`src/rtl/sudoku_pkg.sv`:
```
// Shared types for the 9x9 candidate-grid scanner and its iteration sequencer.
//   cell_t      : 9-bit candidate mask for one cell
//   grid_t      : row-major grid, g[row][col]
//   boxgrid_t   : box-major grid, b[box_row][box_col][k]
//   seq_state_e : sequencer FSM states
package sudoku_pkg;

  localparam int NUM_CELLS = 81;

  typedef logic [8:0] cell_t;
  typedef cell_t [8:0][8:0] grid_t;
  typedef cell_t [2:0][2:0][8:0] boxgrid_t;

  typedef enum logic [1:0] {
    IDLE,
    SCAN_RST,
    SETTLE,
    EVAL
  } seq_state_e;

endpackage

```
`src/rtl/box_to_row_map.sv`:
```
// Purely combinational remap of a box-major scanner grid to row-major order.
// Ports:
//   box_i  : boxgrid_t, element [bi][bj][k]
//   grid_o : grid_t, element [row][col]
// Within a box, k walks down a column first: row = 3*bi + k%3, col = 3*bj + k/3.
module box_to_row_map
  import sudoku_pkg::*;
(
  input  boxgrid_t box_i,
  output grid_t    grid_o
);

  for (genvar gbi = 0; gbi < 3; gbi++) begin : g_bi
    for (genvar gbj = 0; gbj < 3; gbj++) begin : g_bj
      for (genvar gk = 0; gk < 9; gk++) begin : g_k
        assign grid_o[3*gbi + gk%3][3*gbj + gk/3] = box_i[gbi][gbj][gk];
      end
    end
  end

endmodule

```
`src/rtl/scan_sequencer.sv`:
```
// Iteration controller for the 9x9 candidate-grid scanner. Holds the working
// grid, runs the scanner (reset, settle, sample) and writes its result back
// until the scanner reports complete, the grid stops changing, or the
// iteration cap is reached.
// Ports:
//   i_Clk, i_Reset_n          : clock, asynchronous active-low reset
//   i_Load_Valid/Idx/Cell     : host cell write (IDLE only, idx 0..80)
//   i_Start                   : begin a run (IDLE only)
//   o_Busy, o_Done            : not-IDLE level, one-cycle end-of-run pulse
//   o_Solved/Stuck/Timeout    : run status, held until the next accepted start
//   i_Rd_Idx, o_Rd_Cell       : registered readback of one cell
//   o_Scan_Grid, o_Scan_Reset : working grid and active-high reset to scanner
//   i_Scan_Grid, i_Scan_Complete : scanner result (box-major) and complete flag
// Optional build macro SCAN_SEQ_STATS_EN adds o_Iter_Count and o_Cycle_Count.
module scan_sequencer
  import sudoku_pkg::*;
#(
  parameter int SETTLE_CYCLES = 4,
  parameter int MAX_ITERS     = 64
) (
  input  logic       i_Clk,
  input  logic       i_Reset_n,
  input  logic       i_Load_Valid,
  input  logic [6:0] i_Load_Idx,
  input  cell_t      i_Load_Cell,
  input  logic       i_Start,
  output logic       o_Busy,
  output logic       o_Done,
  output logic       o_Solved,
  output logic       o_Stuck,
  output logic       o_Timeout,
  input  logic [6:0] i_Rd_Idx,
  output cell_t      o_Rd_Cell,
  output grid_t      o_Scan_Grid,
  output logic       o_Scan_Reset,
  input  boxgrid_t   i_Scan_Grid,
  input  logic       i_Scan_Complete
`ifdef SCAN_SEQ_STATS_EN
  ,
  output logic [7:0]  o_Iter_Count,
  output logic [15:0] o_Cycle_Count
`endif
);

  localparam logic [6:0] LAST_IDX    = 7'(NUM_CELLS - 1);
  localparam logic [3:0] SETTLE_LAST = 4'(SETTLE_CYCLES - 1);
  localparam logic [7:0] ITER_CAP    = 8'(MAX_ITERS);

  seq_state_e            state_q, state_d;
  logic [3:0]            settle_q, settle_d;
  logic [7:0]            iter_q, iter_d;
  cell_t [NUM_CELLS-1:0] cells_q, cells_d;
  logic                  solved_q, solved_d;
  logic                  stuck_q, stuck_d;
  logic                  timeout_q, timeout_d;
  logic                  done_q, done_d;
  cell_t                 rd_cell_q;

  grid_t                 next_grid;
  cell_t [NUM_CELLS-1:0] next_cells;
  logic [7:0]            iter_inc;

  box_to_row_map u_map (
    .box_i  (i_Scan_Grid),
    .grid_o (next_grid)
  );

  // Flat view: cell index row*9+col lines up with the row-major packed layout.
  assign next_cells = next_grid;
  assign iter_inc   = iter_q + 8'd1;

  always_comb begin
    state_d   = state_q;
    settle_d  = settle_q;
    iter_d    = iter_q;
    cells_d   = cells_q;
    solved_d  = solved_q;
    stuck_d   = stuck_q;
    timeout_d = timeout_q;
    done_d    = 1'b0;
    case (state_q)
      IDLE: begin
        // Load is applied in the same cycle a start is accepted.
        if (i_Load_Valid && (i_Load_Idx <= LAST_IDX)) begin
          cells_d[i_Load_Idx] = i_Load_Cell;
        end
        if (i_Start) begin
          state_d   = SCAN_RST;
          iter_d    = '0;
          solved_d  = 1'b0;
          stuck_d   = 1'b0;
          timeout_d = 1'b0;
        end
      end
      SCAN_RST: begin
        settle_d = '0;
        state_d  = SETTLE;
      end
      SETTLE: begin
        if (settle_q == SETTLE_LAST) begin
          state_d = EVAL;
        end else begin
          settle_d = settle_q + 4'd1;
        end
      end
      EVAL: begin
        if (i_Scan_Complete) begin
          cells_d  = next_cells;
          solved_d = 1'b1;
          done_d   = 1'b1;
          state_d  = IDLE;
        end else if (next_cells == cells_q) begin
          stuck_d  = 1'b1;
          done_d   = 1'b1;
          state_d  = IDLE;
        end else if (iter_inc == ITER_CAP) begin
          cells_d   = next_cells;
          timeout_d = 1'b1;
          done_d    = 1'b1;
          state_d   = IDLE;
        end else begin
          cells_d = next_cells;
          iter_d  = iter_inc;
          state_d = SCAN_RST;
        end
      end
      default: state_d = IDLE;
    endcase
  end

  always_ff @(posedge i_Clk or negedge i_Reset_n) begin
    if (!i_Reset_n) begin
      state_q   <= IDLE;
      settle_q  <= '0;
      iter_q    <= '0;
      cells_q   <= '0;
      solved_q  <= 1'b0;
      stuck_q   <= 1'b0;
      timeout_q <= 1'b0;
      done_q    <= 1'b0;
      rd_cell_q <= '0;
    end else begin
      state_q   <= state_d;
      settle_q  <= settle_d;
      iter_q    <= iter_d;
      cells_q   <= cells_d;
      solved_q  <= solved_d;
      stuck_q   <= stuck_d;
      timeout_q <= timeout_d;
      done_q    <= done_d;
      rd_cell_q <= (i_Rd_Idx <= LAST_IDX) ? cells_q[i_Rd_Idx] : '0;
    end
  end

  assign o_Busy       = (state_q != IDLE);
  // Scanner runs only while settling and while its result is sampled.
  assign o_Scan_Reset = (state_q == IDLE) || (state_q == SCAN_RST);
  assign o_Done       = done_q;
  assign o_Solved     = solved_q;
  assign o_Stuck      = stuck_q;
  assign o_Timeout    = timeout_q;
  assign o_Rd_Cell    = rd_cell_q;
  assign o_Scan_Grid  = cells_q;

`ifdef SCAN_SEQ_STATS_EN
  logic        start_ok;
  logic [7:0]  iter_cnt_q, iter_cnt_d;
  logic [15:0] cycle_q, cycle_d;

  assign start_ok = (state_q == IDLE) && i_Start;

  always_comb begin
    iter_cnt_d = iter_cnt_q;
    cycle_d    = cycle_q;
    if (start_ok) begin
      iter_cnt_d = '0;
      cycle_d    = '0;
    end else begin
      // Number of EVAL passes in the run that just ended.
      if (done_d) begin
        iter_cnt_d = iter_inc;
      end
      if (o_Busy && (cycle_q != 16'hFFFF)) begin
        cycle_d = cycle_q + 16'd1;
      end
    end
  end

  always_ff @(posedge i_Clk or negedge i_Reset_n) begin
    if (!i_Reset_n) begin
      iter_cnt_q <= '0;
      cycle_q    <= '0;
    end else begin
      iter_cnt_q <= iter_cnt_d;
      cycle_q    <= cycle_d;
    end
  end

  assign o_Iter_Count  = iter_cnt_q;
  assign o_Cycle_Count = cycle_q;
`endif

endmodule

```
`config.mk`:
```
export PLATFORM = sky130hd
export DESIGN_NAME = scan_sequencer
export DESIGN_NICKNAME = d
export VERILOG_FILES = /design/src/rtl/sudoku_pkg.sv /design/src/rtl/box_to_row_map.sv /design/src/rtl/scan_sequencer.sv
export SDC_FILE = /design/constraint.sdc
export NUM_CORES = 2
export LEC_CHECK = 0
export ABC_AREA = 1
export BUFFER_PORTS_ARGS = -buffer_cell sky130_fd_sc_hd__buf_2
export CAP_MARGIN = 40
export CORE_AREA = 3 3 577 579
export DETAILED_ROUTE_END_ITERATION = 12
export DIE_AREA = 0 0 580 582
export GPL_TIMING_DRIVEN = 0
export PLACE_DENSITY = 0.31
export SETUP_SLACK_MARGIN = 0.3
export SLEW_MARGIN = 20
export SYNTH_ARGS = -nofsm -noshare
export SYNTH_HDL_FRONTEND = slang
export SYNTH_SLANG_ARGS = --single-unit
```
`constraint.sdc`:
```
create_clock -name i_Clk -period 2.9 [get_ports i_Clk]
set_input_delay 0.29 -clock i_Clk [delete_from_list [all_inputs] [get_ports i_Clk]]
set_output_delay 0.29 -clock i_Clk [all_outputs]
set_load 0.005 [all_outputs]
```
Word-level counts from Yosys, hierarchy flattened
Index checks and enable logic that the tools add are counted.
{ "word_totals": {"wordCells": 164, "register_bits": 756, "out_inout_bits": 744, "input_bits": 757} }
{ "classes": {"magnitude_cmp": 5, "n_eq_ne": 17, "reduce_logical": 14, "muxes": 37, "add_sub_neg": 2} }
{ "ops": {"columns": ["operator", "n"], "rows": [
  ["two-way mux 729 bit", 3],
  ["one-hot mux 729 bit (2 select lines)", 1],
  ["bitwise mux 729 bit", 1],
  ["equality test 729 bit", 1],
  ["binary-select mux 9 bit (select 7 bit)", 1],
  ["demux 9 bit (select 7 bit)", 1],
  ["two-way mux 8 bit", 4],
  ["two-way mux 9 bit", 3],
  ["inequality test 2 bit, second input constant", 10],
  ["less-than comparator 7 x 8 -> 1 bit, second input constant", 2],
  ["one-hot mux 8 bit (2 select lines)", 1],
  ["less-or-equal comparator 7 bit, second input constant", 2],
  ["two-way mux 1 bit", 14],
  ["AND reduction 5 bit", 2],
  ["adder 8 x 1 -> 8 bit, second input constant", 1],
  ["equality test 8 x 7 -> 1 bit, second input constant", 1],
  ["one-hot mux 2 bit (4 select lines)", 1],
  ["one-hot mux 4 bit (2 select lines)", 1],
  [">= comparator 7 x 1 -> 1 bit, second input constant", 1],
  ["one-hot mux 1 bit (2 select lines)", 3],
  ["AND reduction 3 bit", 2],
  ["nonzero test 2 bit", 3],
  ["adder 4 x 1 -> 4 bit, second input constant", 1],
  ["equality test 2 bit, second input constant", 2],
  ["10 further kinds", 13]
]} }

Longest topological paths before layout
{ "logic_depth": {"word_depth": 7, "depth_mapped": 19, "depth_no_buf": 18} }

Cells and area by module
A second synthesis with hierarchy kept.
{ "unflattened": {"cells_unflattened": 9478, "area_unflattened_um2": 61771.7} }
{ "by_module_without_submodules": {"columns": ["mod", "n_inst", "seq_area_each_um2", "area_per_inst_um2", "cells_each"], "rows": [
  ["scan_sequencer", 1, 18918.1, 56299.0, 8749],
  ["box_to_row_map", 1, 0.0, 5472.7, 729]
]} }

Worst setup path after synthesis
OpenSTA, ideal clock, no wires.
{ "synth_timing": {"path_kind": "register -> register", "start": "register cells_q (netlist bit o_Scan_Grid[336])", "end": "register cells_q (netlist bit o_Scan_Grid[108])", "arrival_time_ns": 2.008, "synth_period_minus_slack_ns": 2.075, "setup_slack_ns": 0.825, "required_ns": 2.833, "path_stages_with_launch": 16, "path_cell_list": "dfrtp_1 > xor2_1 > nor3_1 > nand2_1 > nor2_1 > nand2_1 > nor2_1 > nand2_1 > nor2_1 > nand4_2 > buf_6 > buf_8 > buf_12 > nand3_4 > nand2_1 > nand2_1"} }
{ "synth_between": {"elab_chain_cells": 3} }
{ "synth_rtl": {"columns": ["element", "line", "text"], "rows": [
  ["start: declaration", "scan_sequencer.sv:52", "cell_t [NUM_CELLS-1:0] cells_q, cells_d;"],
  ["start signal: assignment", "scan_sequencer.sv:146", "cells_q <= cells_d;"],
  ["equality test 729 bit", "scan_sequencer.sv:112", "end else if (next_cells == cells_q) begin"],
  ["inequality test 3 bit (no line)", null, null],
  ["AND reduction 3 bit (no line)", null, null]
]} }
No other way between the ends.
A chain may end at the register's enable or synchronous reset.

Worst setup path in the final report
{ "layout_timing": {"start": "register cells_q (netlist bit o_Scan_Grid[534])", "end": "register cells_q (netlist bit o_Scan_Grid[132])"} }
Same word-level chain as after synthesis.

==> flow_summary.ini <==
[sta]
rsz0062_at_grt = true
clock_skew_ps = 40.91
fmax_ghz = 0.2818
setup_viol = 747
hold_viol_final = 0
fin_crit_ps = 3549
worst_slew_pin_slew_ps = 985.5
drv_slew = 0
finalCritPeriodShare = 1.224
layout_setup_ws_ps = -649.0
slew-limit-headroom = 0.3394

[yosys]
synth_top_flop_cell = dfrtp_1
syn_inst = 8766
yosysWarnings = 0
synth_area_mm2 = 0.05639
ys_seq_elements = 756
syn_area_per_cell_um2 = 6.433
syn_nets = 9529
synth_edf_count = 0
synth-async-reset-ratio = 1.000
ys_seq_area_frac = 0.3355
synth.distinct_cells = 40

[min_path]
hold_path.class = input port to register
whs_endpoint = o_Scan_Grid[591]$_DFFE_PN0P_
min-delay-start = i_Scan_Grid[555]
whs_path_depth = 5

[worst_setup_path]
crit_slowest_cell = dfrtp_1
max_stage_delay_ps = 600
path_common_cell = nand2_1
critPathLaunchType = register
r2r-start = o_Scan_Grid[534]$_DFFE_PN0P_
crit_chain = xnor2_1 > nand2_1 > nor2_1 > nand2_1 > nor2_1 > nand2_1 > nor2_1 > nand2_4 > nor2_4 > nand4_4 > buf_12 > buf_16 > clkbuf_16 > clkbuf_16 > nand3_4 > nand2_1 > nand2_1
arrival_ps = 4280
r2r_slack_ps = -650
crit_family = simple AND/OR/NAND/NOR gates
crit_required_ps = 3630
reg2regPathDepth = 17
criticalPathCategory = register to register
crit_fanout = 7
critPathCaptureType = register
reg2reg_to = o_Scan_Grid[132]$_DFFE_PN0P_
cp_num_buf_inv = 4

[detailed_routing]
drtIter0Drc = 10950
first_pass_iters = 6
routedWlPerCell_um = 41.55
wl_um = 664900
viasPerCell = 5.170
detail-route-antenna-nets = 0
drc = 0
vias = 82740

[grt]
grt_use_total = 0.3734
grt_pass1_vias = 76680
grt.overflow.total = 0
antenna_found_initial = 226
grt_pass1_wl_um = 830700
grt_max_degree = 107

[finish]
nets = 12230
area_growth_pct = 59.12
drive_above_1_share = 0.2465
nFillCells = 36750
layout.cells.non_filler = 16000
final_util = 0.2738

[pwr]
p_per_area_mw_per_mm2 = 1168
power_mw = 104.8
leakage_nw = 45.31
ir_drop_v = 0.0006028

[clock_tree]
cts_tree = built
cts_root_buf = clkbuf_16
htreeDepth = 3
clock_sinks = 756
clkSlewWorstSetupHoldPaths_ps = 60
cts-buffers-inserted = 114
clk_latency_ps = 810
cts_buffer_depth = 3

[floorplan]
num_io_pins = 1501
die_y_um = 582
initial_utilization = 0.1721
die-area_mm2 = 0.3376
row_count = 210
fp.coreArea_mm2 = 0.3277
die_w_um = 580

[placement]
dpl.hpwl_um = 527900
placed_cells = 14850
routabilityCongestion = 0.9191
pre_cts_slack_ps = -2075
io_buffers = 1494

[run]
maxCapViolCount = 0

[run_status]
violations = negative setup slack
outcome = finished, violations left
## synthesized netlist by cell type (all sizes together), types with 17 or more instances
cell | count | area (um2)
nand2 | 3733 | 14010
nand4 | 762 | 4773
dfrtp | 756 | 18920
inv | 703 | 2639
o21ai | 695 | 3478
nor2 | 512 | 1929
clkbuf | 382 | 1434
nand3 | 286 | 2437
a21oi | 249 | 1246
xnor2 | 215 | 1883
xor2 | 177 | 1550
buf | 114 | 738.2
o211ai | 86 | 645.6
o22ai | 18 | 112.6
nor3 | 17 | 115.1
## layer usage
metal  part of all wire  global-route usage
met5            0.00069                   0
met3              0.088             0.09211
met2               0.44              0.5879
met4              0.067              0.2138
met1               0.40              0.4631
## flip-flops by register name (all words and copies together) (netlist names)
register,count
o_Scan_Grid,729
settle_q,4
o_Solved,1
o_Timeout,1
o_Stuck,1
o_Rd_Cell,9
state_q,2
o_Done,1
iter_q,8
## layout make-up
cell class,instances,area [um2],area share
Multi-Input combinational cell,6870,34700,0.3868
Timing Repair Buffer,2520,20510,0.2286
Sequential cell,756,18990,0.2116
Tap cell,4346,5438,0.06060
Clock buffer,158,3329,0.03711
Buffer,496,3087,0.03440
Inverter,708,2670,0.02976
Clock inverter,50,745.7,0.008311
Antenna cell,100,250.2,0.002789
## where the power goes
part,switching (mW),internal (mW)
combinational,44.5,17.7
clock,6.65,9.41
sequential,10.9,15.5
## worst max-delay path by stage
stage | startpoint | end | cells after the start
after floorplan | o_Scan_Grid[336]$_DFFE_PN0P_ | o_Scan_Grid[108]$_DFFE_PN0P_ | 15
after global placement | i_Reset_n | o_Scan_Grid[87]$_DFFE_PN0P_ | 1
after detailed placement | o_Scan_Grid[259]$_DFFE_PN0P_ | o_Scan_Grid[350]$_DFFE_PN0P_ | 17
after CTS | o_Scan_Grid[728]$_DFFE_PN0P_ | o_Scan_Grid[1]$_DFFE_PN0P_ | 19
after global routing | o_Scan_Grid[728]$_DFFE_PN0P_ | o_Scan_Grid[134]$_DFFE_PN0P_ | 19
final | o_Scan_Grid[534]$_DFFE_PN0P_ | o_Scan_Grid[132]$_DFFE_PN0P_ | 17
## stage by stage
stage                     TNS (ps)  hold WS (ps)  cell area [um2]
after floorplan                  0        -5.591            56390
after CTS                  -353450         4.753            87540
after global placement           -         483.7            69310
after detailed placement  -1375710         298.6            74360
after global routing       -409990         38.05            89570
final                      -417420         50.24            89730
## layout by cell type, fill, tap and decap left out, types with 128 or more instances in the layout
master,synthesis,layout
clkbuf_2,0,176
xor2_1,177,177
clkbuf_16,0,137
clkbuf_1,382,198
nand3_1,205,205
o21ai_0,695,693
nand2_2,0,247
buf_2,84,1544
nor2_1,511,456
dfrtp_1,756,699
nand3_4,80,128
inv_1,698,695
nand2_1,3733,3475
dlygate4sd3_1,0,724
xnor2_1,215,209
nand4_1,761,761
a21oi_1,249,249
## worst reg2reg max path: cells and delay by family (launching register included)
family	cells	cell delay, ps
xor+xnor	1	170
buf+inv	4	880
flops	1	600
simple gates	12	1820
## cells by family (layout without fill, tap and decap cells)
group                    after synthesis  after routing  synth area share
other                                  0            100                 0
adder cells (fa/ha/maj)                6              6          0.001331
XOR/XNOR                             392            392           0.06088
AND/OR/NAND/NOR                     5320           5384            0.4138
AO/OA/AOI/OAI                       1088           1088            0.1029
buffers and inverters               1204           3932           0.08565
flip-flops                           756            756            0.3355
## what timing repair did
action	4_1_cts	5_1_grt
hold buffers	724	0
endpoints found under the setup margin	751	754
buffers inserted	15	5
gates cloned	49	49
gates resized for setup	294	375
pin swaps	27	30
hold endpoints to repair	841	0
No activity file was read; power rests on OpenSTA's default activity.
